**config.mk**
```make
export PLATFORM = sky130hd
export DESIGN_NAME = quarter_tick_stopwatch
export DESIGN_NICKNAME = d
export VERILOG_FILES = /design/src/rtl/quarter_tick_stopwatch.sv
export SDC_FILE = /design/constraint.sdc
export NUM_CORES = 1
export LEC_CHECK = 0
export CAP_MARGIN = 20
export CORE_MARGIN = 2
export CORE_UTILIZATION = 43
export DETAILED_ROUTE_END_ITERATION = 10
export PLACE_DENSITY = 0.8
export SETUP_SLACK_MARGIN = 0.15
export SLEW_MARGIN = 25
export SYNTH_ARGS = -nofsm -noshare
export SYNTH_HDL_FRONTEND = slang
export SYNTH_SLANG_ARGS = --single-unit
```
**constraint.sdc**
```tcl
create_clock -name iCLK -period 2.53 [get_ports iCLK]
set_clock_uncertainty 0.2 [all_clocks]
set_input_delay 0.506 -clock iCLK [delete_from_list [all_inputs] [get_ports iCLK]]
set_output_delay 0.506 -clock iCLK [all_outputs]
set_load 0.1 [all_outputs]
```
**src/rtl/quarter_tick_stopwatch.sv**
```systemverilog
// quarter_tick_stopwatch: turns the 4 Hz divider output into a MM:SS BCD
// stopwatch with start/stop/clear control.
// Optional feature macro: STOPWATCH_ALARM_EN adds the MM:SS alarm compare
// (iALARM_MM, iALARM_SS, oALARM).
// Control inputs iSTART_STOP and iCLEAR are single-cycle, already-synchronous
// pulses; iSIG_4Hz is asynchronous and is synchronised here.
// oSTATE_DBG exposes the FSM state register (IDLE=0, RUN=1, PAUSE=2).
module quarter_tick_stopwatch #(
  parameter int TICKS_PER_SEC = 4,
  parameter int SYNC_STAGES   = 2
) (
  input  logic       iCLK,
  input  logic       iRST_N,
  input  logic       iSIG_4Hz,
  input  logic       iSTART_STOP,
  input  logic       iCLEAR,
`ifdef STOPWATCH_ALARM_EN
  input  logic [7:0] iALARM_MM,
  input  logic [7:0] iALARM_SS,
  output logic       oALARM,
`endif
  output logic [3:0] oSEC_ONES,
  output logic [3:0] oSEC_TENS,
  output logic [3:0] oMIN_ONES,
  output logic [3:0] oMIN_TENS,
  output logic       oRUN,
  output logic       oSEC_PULSE,
  output logic       oWRAP,
  output logic [1:0] oSTATE_DBG
);

  localparam int PW = (TICKS_PER_SEC > 2) ? $clog2(TICKS_PER_SEC) : 1;
  localparam logic [PW-1:0] PRESC_MAX = PW'(TICKS_PER_SEC - 1);

  localparam logic [1:0] S_IDLE  = 2'd0;
  localparam logic [1:0] S_RUN   = 2'd1;
  localparam logic [1:0] S_PAUSE = 2'd2;

  logic [SYNC_STAGES-1:0] sync_q;
  logic                   prev_q;
  logic                   tick_q;
  logic                   tick_d;
  logic [1:0]             state_q, state_d;
  logic [PW-1:0]          presc_q, presc_d;
  logic [3:0]             so_q, so_d, st_q, st_d, mo_q, mo_d, mt_q, mt_d;
  logic                   sec_pulse_q, wrap_q;
  logic                   count_en, sec_roll, wrap_d;

  // Tick is registered, so it lands SYNC_STAGES+1 clocks after the rise is sampled.
  assign tick_d = sync_q[SYNC_STAGES-1] & ~prev_q;

  // Synchroniser chain, edge-detect history and registered tick.
  always_ff @(posedge iCLK or negedge iRST_N) begin
    if (!iRST_N) begin
      sync_q <= '0;
      prev_q <= 1'b0;
      tick_q <= 1'b0;
    end else begin
      sync_q <= {sync_q[SYNC_STAGES-2:0], iSIG_4Hz};
      prev_q <= sync_q[SYNC_STAGES-1];
      tick_q <= tick_d;
    end
  end

  // A tick only counts in RUN and never in a cycle where clear is present.
  assign count_en = tick_q && (state_q == S_RUN) && !iCLEAR;
  assign sec_roll = count_en && (presc_q == PRESC_MAX);
  assign wrap_d   = sec_roll && (so_q == 4'd9) && (st_q == 4'd5) &&
                    (mo_q == 4'd9) && (mt_q == 4'd5);

  // Run/pause FSM; clear outranks start_stop.
  always_comb begin
    state_d = state_q;
    if (iCLEAR) begin
      state_d = S_IDLE;
    end else if (iSTART_STOP) begin
      case (state_q)
        S_IDLE:  state_d = S_RUN;
        S_RUN:   state_d = S_PAUSE;
        S_PAUSE: state_d = S_RUN;
        default: state_d = S_IDLE;
      endcase
    end
  end

  // Sub-second prescaler; held outside RUN so a resume keeps its phase.
  always_comb begin
    presc_d = presc_q;
    if (iCLEAR) begin
      presc_d = '0;
    end else if (count_en) begin
      presc_d = (presc_q == PRESC_MAX) ? '0 : presc_q + 1'b1;
    end
  end

  // BCD carry chain for MM:SS, wrapping 59:59 to 00:00.
  always_comb begin
    so_d = so_q;
    st_d = st_q;
    mo_d = mo_q;
    mt_d = mt_q;
    if (iCLEAR) begin
      so_d = 4'd0;
      st_d = 4'd0;
      mo_d = 4'd0;
      mt_d = 4'd0;
    end else if (sec_roll) begin
      if (so_q != 4'd9) begin
        so_d = so_q + 4'd1;
      end else begin
        so_d = 4'd0;
        if (st_q != 4'd5) begin
          st_d = st_q + 4'd1;
        end else begin
          st_d = 4'd0;
          if (mo_q != 4'd9) begin
            mo_d = mo_q + 4'd1;
          end else begin
            mo_d = 4'd0;
            mt_d = (mt_q != 4'd5) ? mt_q + 4'd1 : 4'd0;
          end
        end
      end
    end
  end

  // State, prescaler, digits and one-cycle pulses.
  always_ff @(posedge iCLK or negedge iRST_N) begin
    if (!iRST_N) begin
      state_q     <= S_IDLE;
      presc_q     <= '0;
      so_q        <= 4'd0;
      st_q        <= 4'd0;
      mo_q        <= 4'd0;
      mt_q        <= 4'd0;
      sec_pulse_q <= 1'b0;
      wrap_q      <= 1'b0;
    end else begin
      state_q     <= state_d;
      presc_q     <= presc_d;
      so_q        <= so_d;
      st_q        <= st_d;
      mo_q        <= mo_d;
      mt_q        <= mt_d;
      sec_pulse_q <= sec_roll;
      wrap_q      <= wrap_d;
    end
  end

`ifdef STOPWATCH_ALARM_EN
  logic alarm_q, alarm_d;

  // Alarm fires only when a counted second lands on the programmed MM:SS.
  assign alarm_d = sec_roll && ({mt_d, mo_d} == iALARM_MM) &&
                   ({st_d, so_d} == iALARM_SS);

  // Alarm pulse register.
  always_ff @(posedge iCLK or negedge iRST_N) begin
    if (!iRST_N) begin
      alarm_q <= 1'b0;
    end else begin
      alarm_q <= alarm_d;
    end
  end

  assign oALARM = alarm_q;
`endif

  assign oSEC_ONES  = so_q;
  assign oSEC_TENS  = st_q;
  assign oMIN_ONES  = mo_q;
  assign oMIN_TENS  = mt_q;
  assign oRUN       = (state_q == S_RUN);
  assign oSEC_PULSE = sec_pulse_q;
  assign oWRAP      = wrap_q;
  assign oSTATE_DBG = state_q;

endmodule

```
# After elaboration in Yosys (flattened, before gate mapping)
# Index checks and enable logic that the tools add are counted.
# totals
reg_bits	26
latch_bits	0
ramBits	0
mem_bits_ro	0
in_bits	5
out_inout_bits	21
word_cells	72
memories	0
# classes
n_addsub	5
multipliers	0
div_mod_pow	0
n_lt_le_gt_ge	0
eq_ne	14
shifts	0
n_mux	24
bitwise_logic	2
reduce_logical	16
# ops
op	count
$mux W4	18
$add A4 B1 Y4 const B	4
$mux W2	5
$eq A4 B3 Y1 const B	2
$eq A4 B4 Y1 const B	2
$ne A4 B3 Y1 const B	2
$ne A4 B4 Y1 const B	2
$logic_and A1 B1 Y1	7
$ne A2 B2 Y1 const B	3
$reduce_bool A2 Y1	3
$eq A2 B2 Y1 const B	2
$pmux W2 S2	1
$reduce_and A4 Y1	1
$reduce_and A3 Y1	1
$add A2 B1 Y2 const B	1
$eq A2 B1 Y1 const B	1
$logic_not A2 Y1	1
$reduce_and A2 Y1	1
$reduce_or A2 Y1	1
$and A1 B1 Y1	1
$logic_not A1 Y1	1
$not A1 Y1	1

# Longest topological paths before layout
# Gate-level depths: netlist of run 1.
# logic_depth
ltp_word	8
ltp_mapped	6
mapped_depth_nobuf	6

# Worst setup path after synthesis of run 1
# OpenSTA, ideal clock, no wires.
# synth_timing
kind	register to register
startpoint	reg state_q[0] (netlist: oSTATE_DBG[0])
endpoint	reg presc_q[0]
setup_ns	0.078
t_arrival_ns	3.163
t_required_ns	2.252
setup_slack_ns	-0.911
stages_incl_launch_ff	5
n_path_buf	0
synth_period_minus_slack_ns	3.441
path_cell_list	dfrtp_1 -> nor2b_1 -> nand2_1 -> or3_1 -> a21oi_1
# synth_via
elab_chain_cells	4
# synth_rtl
element	line	rtl
start, declared	43	logic [1:0] state_q, state_d;
start signal, assigned	139	state_q <= state_d;
$eq A2 B1 Y1	n/a	
via oRUN	26	output logic oRUN,
$logic_and A1 B1 Y1 (2 in a row)	66	assign count_en = tick_q && (state_q == S_RUN) && !iCLEAR;
$reduce_bool A2 Y1 (no line)	n/a	
end signal, assigned	140	presc_q <= presc_d;
end, declared	44	logic [PW-1:0] presc_q, presc_d;
# The timed path passes the listed nets, and every way through them passes these cells.
# A chain may end at the register's enable or synchronous reset.

# Worst setup path in the final report of run 1
# layout_timing
startpoint	reg presc_q[0]
endpoint	reg mt_q[3] (netlist: oMIN_TENS[3])
# layout_via
elab_chain_cells	4
# layout_rtl
element	line	rtl
$eq A2 B2 Y1	67	assign sec_roll = count_en && (presc_q == PRESC_MAX);
$logic_and A1 B1 Y1	67	
$reduce_bool A2 Y1 (no line)	n/a	
$reduce_and A4 Y1 (no line)	n/a	
end signal, assigned	144	mt_q <= mt_d;
end, declared	45	logic [3:0] so_q, so_d, st_q, st_d, mo_q, mo_d, mt_q, mt_d;
# Every way passes these cells.

==> metrics.md, run 1 <==
| Metric | Value |
|---|---|
| Slew headroom | 77.2% |
| CTS Buffer Depth | 2 |
| P per Cell Area | 557 nW/um2 |
| Synth async-reset ratio | 100% |
| Simple-Gate Fraction of Synth Area | 27.2% |
| Synth Cell Area | 1260 um2 |
| Drt initial violations | 17 |
| Final period utilization | 78.4% |
| Fin. Hold Viols | 0 |
| Global-route wire length before repair | roughly 4000 um |
| Leading area contributor after synthesis | dfrtp_1 |
| Adder-Cell Fraction of Synth Area | 2.99% |
| PortBufs | 25 |
| First-pass detailed-route iteration total | 4 |
| Gpl congestion | 0.776 |
| Hold Crit Class | flop to flop |
| Fin worst setup slack | 0.546 ns |
| # setup viols final | 0 |
| Seq cells post-synth | 26 |
| Multiplexer share of the synthesized area | between 5 and 6% |
| Post-synth EDFFs | 0 |
| Syn. warnings | 0 |
| Final min period | 1.98 ns |
| Top cells by area, synth | dfrtp_1 (52%), nor2_1 (4.5%), mux2i_1 (4.0%) |
| Reg2reg setup slack | 0.55 ns |
| I/O pin total | 26 |
| Setup bufs post-CTS | 0 |
| Post-DR vias/cell | 5.33 |
| Worst-case reg-to-reg path depth | 5 |
| Max frequency | 504 MHz |
| CP startpoint kind | flop |
| Post-synthesis xor/xnor area fraction | 4.18% |
| DP Worst Slack | a little over 0.5 ns |
| Crit. Startpoint | presc_q[0] |
| Crit path max fanout | 10 |
| Starting Density | a little under half |
| Number of global-route vias before repair | 932 |
| Die ar. | 3370 um2 |
| Switching pwr | 242 uW |
| Ratio of cells with drive above 1 in the final layout | 25.3% |
| CTS Sinks | 26 |
| Number of hold buffers added after cts | 0 |
| Sw frac | between 20% and 30% |
| H-Tree Depth | 1 |
| Post-CTS sizing | 0 |
| Post-synth net total | 126 |
| Power share of the clock group | 32.4% |
| Worst-path cell with the longest stage delay | and4b_1 |
| Row Count | 19 |
| Most numerous cell in the Yosys netlist | dfrtp_1 |
| RSZ-0062 raised after global routing | no |
| Final #Nets | 155 |
| Outcome | finished, final reports clean |
| WP data arrival | roughly 2 ns |
| Height of the die | 58.1 um |
| Worst Setup EP | oMIN_TENS[3] |
| Worst vdd ir | roughly 0.4 mV |
| Clock slew seen by the registers of the worst setup and hold paths | 0.14 ns |
| Routed WL per cell | 12.7 um |
| Die X | 58.1 um |
| Worst setup EP type | flop |
| CTS tree | done |
| Max Slew Vio Count | 0 |
| Post-layout util | 56.4% |
| Min-Delay Startpoint | sync_q[0] |
| Share of the synthesized area in the top cell type | 51.7% |
| Antenna violations before repair | 0 |
| Largest net degree at the start of global routing | 27 |
| Area grow syn2layout | 23.8% |
| Lkg Pwr | slightly above 0.0007 uW |
| Total CTS buffers | 3 |
| Worst Path Required | 2.55 ns |
| Tightest Pin Transition | 0.341 ns |
| Reg2reg start | presc_q[0] |
| Total vias in the final route | roughly 940 |
| Complex-gate fraction of the synthesized area | 7.26% |
| GRT Residual Overflow | 0 |
| Residual DRC | 0 |
| Root Driver | clkbuf_4 |
| Seq pwr share | 51.0% |
| Number of antenna diodes | 0 |
| Crit path largest cell delay | 0.41 ns |
| Critical path type | flop to flop |
| CP cell instances | ha_1 -> and4b_1 -> and4_4 -> nand3_1 -> mux2_4 |
| Sequential area share after synthesis | 51.7% |
| Post-DP HPWL | 1670 um |
| Fill cell count | ~250 |
| Largest family of logic cells by synthesized area | simple AND/OR/NAND/NOR gates |
| Syn_area_per_cell | 10.7 um2 |
| Max cap viols | 0 |
| Total length of routed wires | 2250 um |
| Cell variety after synth | 35 |
| Top cells by count, synth | dfrtp_1 (26), nor2_1 (15), nand2_1 (10) |
| Core area | between 2000 and 3000 um2 |
| Worst skew pair latency | 0.31 ns |
| Internal | 625 uW |
| Ys flop type | dfrtp_1 |
| TNS Setup | 0 ns |
| Cells after Synth | ~120 |
| Remaining antenna violation count after routing | 0 |
| Comb power frac | 16.6% |
| R2r endpoint | oMIN_TENS[3] |
| GRT Overall Usage | 15.2% |
==> worst min-delay path by stage <==
stage	endpoint	cells past startpoint	slack, ns
after CTS	sync_q[1]	0	0.18
after global placement	sync_q[1]	0	0.15
after detailed placement	sync_q[1]	0	0.14
final	sync_q[1]	0	0.18
after floorplan	oMIN_ONES[0]	0	0.01
after global routing	sync_q[1]	0	0.19
==> layout by cell type, fill, tap and decap left out, drive strengths merged, types with 2 or more instances in the layout <==
cell / synthesis / final
a21oi: 4 / 4
nor3: 3 / 3
ha: 3 / 3
clkdlybuf4s50: 0 / 4
nand2b: 2 / 2
and4b: 2 / 2
or3: 2 / 2
nand4: 2 / 2
buf: 1 / 23
xor2: 4 / 4
nand3: 6 / 6
clkbuf: 2 / 3
nor2: 15 / 15
mux2i: 5 / 5
nor2b: 7 / 7
xnor2: 2 / 2
and4bb: 2 / 2
dfrtp: 26 / 26
nand2: 10 / 10
nor3b: 2 / 2
o21ai: 5 / 5
a31oi: 2 / 2
==> power groups by stage <==
| stage | Combinational, uW | Clock [uW] | Sequential [uW] |
|---|---|---|---|
| after floorplan | 43.3 | 0 | 510 |
| final | 144 | 281 | 442 |
| after detailed placement | 146 | 0 | 450 |
| after global placement | 144 | 0 | 449 |
| after CTS | 146 | 291 | 443 |
| after global routing | 153 | 305 | 446 |
==> critical path: cells and delay by family, from the launching register on <==
family	cells	cell delay [ns]
simple gates	3	0.83
fa+ha+maj	1	0.16
flops	1	0.40
mux	1	0.31
==> per-stage QoR <==
stage	instances	total power (uW)	instance area, um2	hold WS (ns)
3_5_place_dp	173	596	1500	0.142
3_3_place_gp	173	594	1500	0.151
2_1_floorplan	118	553	1270	0.0104
5_1_grt	177	903	1560	0.191
4_1_cts	177	879	1560	0.185
6_report	177	867	1560	0.181
==> per-layer routing <==
metal / routed length [um] / vias to the layer above / global-route usage, % / part of all wire [%]
met2: 1070 / 25 / 26.8 / 47
met4: 0 / 0 / 2.99 / 0
met5: 0 / - / 0 / 0
met1: 1080 / 444 / 20.1 / 48
li1: - / 475 / - / -
met3: 109 / 0 / 2.01 / 4.8
==> logic make-up (layout without fill, tap and decap cells) <==
logic type	after synthesis	in the layout
XOR/XNOR	6	6
multiplexers	6	6
flip-flops	26	26
buffers and inverters	4	32
adder cells (fa/ha/maj)	3	3
AO/OA/AOI/OAI	14	14
AND/OR/NAND/NOR	59	59
==> sequential cells by signal (all words and copies together), names as in the netlist, 2 cells and up <==
register and cells:
oSEC_ONES 4, oSEC_TENS 4, oMIN_TENS 4, sync_q 2, presc_q 2, oSTATE_DBG 2, oMIN_ONES 4
==> final cells by class <==
class	count	area [um2]	area share, %
well taps	31	38.8	2.49
flip-flops and latches	26	653	42.0
clock buffers	3	22.5	1.45
repair buffers	27	213	13.7
inverters	1	3.75	0.241
clock inverters	1	30.0	1.93
multi-input cells	88	596	38.3
Power figures use the tool's default switching activity.
==> run 2, diff against run 1 <==
- clock period: 2.53 -> 2.05 ns (I/O delays scaled with it)
==> metrics.md, run 2 (same netlist as run 1, synthesis figures left out) <==
| Metric | Value |
|---|---|
| Number of hold buffers added after cts | 0 (unchanged) |
| Max cap viols | 0 (unchanged) |
| Final period utilization | 91.1% (+13 points) |
| Hold Crit Class | flop to flop |
| Slew headroom | 78.5% (+1.2 points) |
| Antenna violations before repair | 0 (unchanged) |
| Die ar. | 3370 um2 (unchanged) |
| P per Cell Area | 540 nW/um2 (-3.1%) |
| Worst Path Required | 2.08 ns (-0.47 ns) |
| Max frequency | 535 MHz (+6.2%) |
| Total length of routed wires | 2820 um (+25%) |
| Root Driver | clkbuf_4 |
| Fin. Hold Viols | 0 (unchanged) |
| Gpl congestion | 0.735 (-5.3%) |
| Post-DR vias/cell | 5.53 (+3.7%) |
| CTS tree | done |
| Lkg Pwr | 0.000813 uW (+12%) |
| Outcome | finished, final reports clean |
| Critical path type | flop to flop |
| GRT Residual Overflow | 0 (unchanged) |
| Clock slew seen by the registers of the worst setup and hold paths | 0.14 ns (about the same) |
| Core area | 2760 um2 (unchanged) |
| H-Tree Depth | 1 (unchanged) |
| Number of global-route vias before repair | 1098 (+18%) |
| Area grow syn2layout | 55.1% |
| Worst vdd ir | 0.523 mV (+27%) |
| RSZ-0062 raised after global routing | no |
| Commonest non-fill, non-tap cell in the layout | buf_12 |
| Post-DP HPWL | 2040 um (+23%) |
| Crit. Startpoint | oSEC_ONES[2] |
| Ratio of cells with drive above 1 in the final layout | 42.7% (+17 points) |
| I/O pin total | 26 (unchanged) |
| Final #Nets | 166 (+7.1%) |
| Residual DRC | 0 (unchanged) |
| Crit path largest cell delay | 0.52 ns (+0.11 ns) |
| TNS Setup | 0 ns (unchanged) |
| Height of the die | 58.1 um (unchanged) |
| CTS Buffer Depth | 2 (unchanged) |
| CP startpoint kind | flop |
| Power, Total | 1050 uW (+21%) |
| Fill cell count | 197 (-20%) |
| WP data arrival | 1.90 ns (-0.10 ns) |
| Post-DP Area | 1850 um2 (+23%) |
| Max Slew Vio Count | 0 (unchanged) |
| CP top delay family | simple AND/OR/NAND/NOR gates |
| First-pass detailed-route iteration total | 4 (unchanged) |
| Drt initial violations | 9 (-8) |
| Largest net degree at the start of global routing | 27 (unchanged) |
| GRT Overall Usage | 18.9% (+3.7 points) |
| Number of antenna diodes | 0 (unchanged) |
| Bufs and invs on worst path | 0 (unchanged) |
| Finished Cell Area | 1950 um2 (+25%) |
| PortBufs | 25 (unchanged) |
| Remaining antenna violation count after routing | 0 (unchanged) |
| Die X | 58.1 um (unchanged) |
| Starting Density | 45.6% (unchanged) |
| Most frequent cells in the layout | buf_12 (21), nor2_1 (15), buf_4 (13) |
| CTS Sinks | 26 (unchanged) |
| Worst skew pair latency | 0.32 ns (about the same) |
| Worst-path cell with the longest stage delay | dfrtp_4 |
| Global-route wire length before repair | 4970 um (+24%) |
| Row Count | 19 (unchanged) |
| # setup viols final | 0 (unchanged) |
| Total vias in the final route | 1040 (+10%) |
| Tightest Pin Transition | 0.319 ns (-0.0222 ns) |
| Reg2reg start | oSEC_ONES[2] |
| Routed WL per cell | 15.0 um (+18%) |
| Fin worst setup slack | 0.182 ns (-0.364 ns) |
| Crit path max fanout | 6 (-4) |
| Final min period | 1.87 ns (-0.116 ns) |
| DP Worst Slack | 0.118 ns (-0.391 ns) |
| Worst setup EP type | flop |
| Total CTS buffers | 3 (unchanged) |
| CP cell instances | and4bb_4 -> and4_4 -> nand3_2 -> mux2_4 |
| Min-Delay Startpoint | sync_q[0] |
[run 2: metal layers]
| metal | up-vias | routed length (um) | GRT usage (%) |
|---|---|---|---|
| met1 | 519 | 1190 | 23.6 |
| met3 | 4 | 92 | 3.35 |
| met2 | 25 | 1510 | 32.1 |
| li1 | 492 | - | - |
| met5 | - | 0 | 0 |
| met4 | 0 | 27 | 7.97 |
[run 2: path summary, 6_finish.rpt]
path	to	slack [ns]	depth (start not counted)
worst max-delay path	oMIN_TENS[3]	0.18	4
worst min-delay path	sync_q[1]	0.18	0
worst max register to register	oMIN_TENS[3]	0.18	4
worst min register to register	sync_q[1]	0.18	0
max in group asynchronous	oSEC_TENS[1]	1.14	2
min in group asynchronous	oSEC_TENS[0]	0.23	2
[run 2: through the flow]
step	instances	util (%)	hold slack [ns]
floorplan	118	-	-0.0856
global placement	178	67.1	0.146
detailed placement	178	67.1	0.154
CTS	183	68.7	0.191
global route	188	70.7	0.197
finish	188	70.7	0.181
[run 2: what timing repair did]
| action | 4_1_cts | 5_1_grt |
|---|---|---|
| buffers inserted | 1 | 5 |
| pin swaps | 0 | 2 |
| gates resized for setup | 1 | 3 |
| setup endpoints to repair | 2 | 5 |
| gates cloned | 0 | 0 |
[run 2: report_power, final]
group / leakage [uW] / switching [uW] / internal, uW
clock: 0.0000210 / 149 / 109
sequential: 0.000326 / 17.5 / 534
combinational: 0.000466 / 153 / 91.9
total: 0.000813 / 319 / 734
[run 2: layout make-up]
type	instances	area (um2)	area share [%]
Inverter	1	3.75	0.192
Sequential cell	26	684	35.1
Clock buffer	4	36.3	1.86
Multi-Input combinational cell	88	629	32.3
Timing Repair Buffer	38	558	28.6
Tap cell	31	38.8	1.99
==> run 3, diff against run 2 <==
- GPL_TIMING_DRIVEN: default -> 0
- RECOVER_POWER: default -> 25
==> metrics.md, run 3 (same netlist as run 1, synthesis figures left out) <==
| Metric | Value |
|---|---|
| Outcome | finished, final reports clean |
| # setup viols final | 0 (unchanged) |
| Total vias in the final route | 1020 (-1.9%) |
| Die ar. | 3370 um2 (unchanged) |
| Final period utilization | 95.2% (+4.0 points) |
| Crit. Startpoint | oSTATE_DBG[1] |
| Hold worst-path end | sync_q[1] |
| Critical path type | flop to flop |
| R2r endpoint | oMIN_TENS[3] |
| Row Count | 19 (unchanged) |
| Final min period | 1.95 ns (+0.0828 ns) |
| Residual DRC | 0 (unchanged) |
| Gpl congestion | 0.751 (+2.2%) |
| Hold slack | 0.179 ns (-0.00175 ns) |
| Global-route wire length before repair | 4980 um (+0.26%) |
| Core area | 2760 um2 (unchanged) |
| Total length of routed wires | 2820 um (-0.25%) |
| Inst Count DP | 174 (-2.2%) |
| Number of antenna diodes | 0 (unchanged) |
| Number of global-route vias before repair | 1064 (-3.1%) |
| Worst Path Required | 2.07 ns (about the same) |
| CP startpoint kind | flop |
| Post-DP HPWL | 1820 um (-11%) |
| Largest net degree at the start of global routing | 27 (unchanged) |
| Slew headroom | 57.6% (-21 points) |
| GRT Overall Usage | 18.6% (-0.24 points) |
| Clock slew seen by the registers of the worst setup and hold paths | 0.14 ns (about the same) |
| Most frequent cells in the layout | buf_2 (17), nor2_1 (15), dfrtp_1 (11) |
| PortBufs | 25 (unchanged) |
| Remaining antenna violation count after routing | 0 (unchanged) |
| Reg2reg setup slack | 0.1 ns (-0.08 ns) |
| Routed WL per cell | 15.0 um (-0.25%) |
| Fin. Hold Viols | 0 (unchanged) |
| Post-layout util | 60.1% (-11 points) |
| Drt initial violations | 17 (+8) |
| CTS Buffer Depth | 2 (unchanged) |
| GRT Residual Overflow | 0 (unchanged) |
| Min-Delay Startpoint | sync_q[0] |
| Antenna violations before repair | 0 (unchanged) |
| Max Slew Vio Count | 0 (unchanged) |
| Lkg Pwr | 0.000746 uW (-8.3%) |
| Worst skew pair latency | 0.31 ns (about the same) |
| Commonest non-fill, non-tap cell in the layout | buf_2 |
| Min-Delay Path Depth | 0 (unchanged) |
| Power, Total | 1000 uW (-4.9%) |
| DP Worst Slack | -0.352 ns (-0.470 ns) |
| Crit path max fanout | 4 (-2) |
| RSZ-0062 raised after global routing | yes |
| Hold Crit Class | flop to flop |
| Ratio of cells with drive above 1 in the final layout | 44.6% (+1.9 points) |
| Post-Layout Cell Count | 188 (unchanged) |
| Fin worst setup slack | 0.0993 ns (-0.0828 ns) |
| I/O pin total | 26 (unchanged) |
| WP data arrival | 1.97 ns (+0.07 ns) |
| Starting Density | 45.6% (unchanged) |
| Worst vdd ir | 0.485 mV (-7.4%) |
| Reg2reg start | oSTATE_DBG[1] |
| H-Tree Depth | 1 (unchanged) |
| First-pass detailed-route iteration total | 4 (unchanged) |
| Max frequency | 513 MHz (-4.2%) |
| Die X | 58.1 um (unchanged) |
| Total CTS buffers | 3 (unchanged) |
| CTS Sinks | 26 (unchanged) |
| Max cap viols | 0 (unchanged) |
| Root Driver | clkbuf_4 |
| Post-DR vias/cell | 5.43 (-1.9%) |
| Worst-case reg-to-reg path depth | 6 (+2) |
| Area grow syn2layout | 31.8% |
| Worst setup EP type | flop |
| Final #Nets | 166 (unchanged) |
| Height of the die | 58.1 um (unchanged) |
| Tightest Pin Transition | 0.636 ns (+0.317 ns) |
| P per Cell Area | 604 nW/um2 (+12%) |
| CTS tree | done |
==> run 3: cell types whose count changed in the layout (fill, tap and decap cells not counted), sizes merged <==
cell / change
clkdlybuf4s15: +2
dlygate4sd3: +2
clkdlybuf4s50: -2
buf: -7
clkbuf: +5
==> run 3: worst max-delay path, cell delays in order (launching register included) <==
cell     delay (ns)
dfrtp_4        0.52
buf_6          0.13
and4b_1        0.24
buf_6          0.12
and4_4         0.24
nand3_2        0.09
mux2_4         0.30
==> run 3: final cells by class <==
type,instances,area [um2]
well taps,31,38.8
plain buffers,3,21.3
repair buffers,35,243
clock buffers,4,36.3
fillers,228,1100
flip-flops and latches,26,684
inverters,1,3.75
multi-input cells,88,631
==> run 3: per-layer routing <==
metal / part of all wire, % / global-route usage (%) / up-vias
li1: - / - / 499
met1: 45 / 25.4 / 501
met2: 52 / 31.8 / 18
met3: 3.0 / 2.46 / 2
met4: 0.39 / 4.32 / 0
met5: 0 / 0 / -
==> run 3: how the worst max path moves through the flow <==
stage and end:
3_3_place_gp oRUN, 5_1_grt oMIN_TENS[3], 6_report oMIN_TENS[3], 2_1_floorplan presc_q[0]
4_1_cts oRUN, 3_5_place_dp oSEC_ONES[0]
==> run 3: what timing repair did <==
action | in CTS | in global routing
pin swaps | 3 | 4
hold buffers | 1 | 0
endpoints found under the hold margin | 26 | 0
endpoints found under the setup margin | 34 | 23
buffers inserted | 8 | 1
resized for setup | 101 | 16
==> run 3: where the power goes <==
| group | internal [uW] | switching [uW] | total, uW | leakage [uW] |
|---|---|---|---|---|
| sequential | 534 | 16.7 | 551 | 0.000326 |
| clock | 108 | 153 | 262 | 0.0000210 |
| combinational | 46.7 | 143 | 189 | 0.000399 |
==> run 3: metrics by stage <==
step                      cell area (um2)  setup TNS (ns)
after floorplan                      1310        -0.00861
after global placement               1600           -5.64
after detailed placement             1600           -6.03
after CTS                            1630               0
after global routing                 1660               0
final                                1660               0
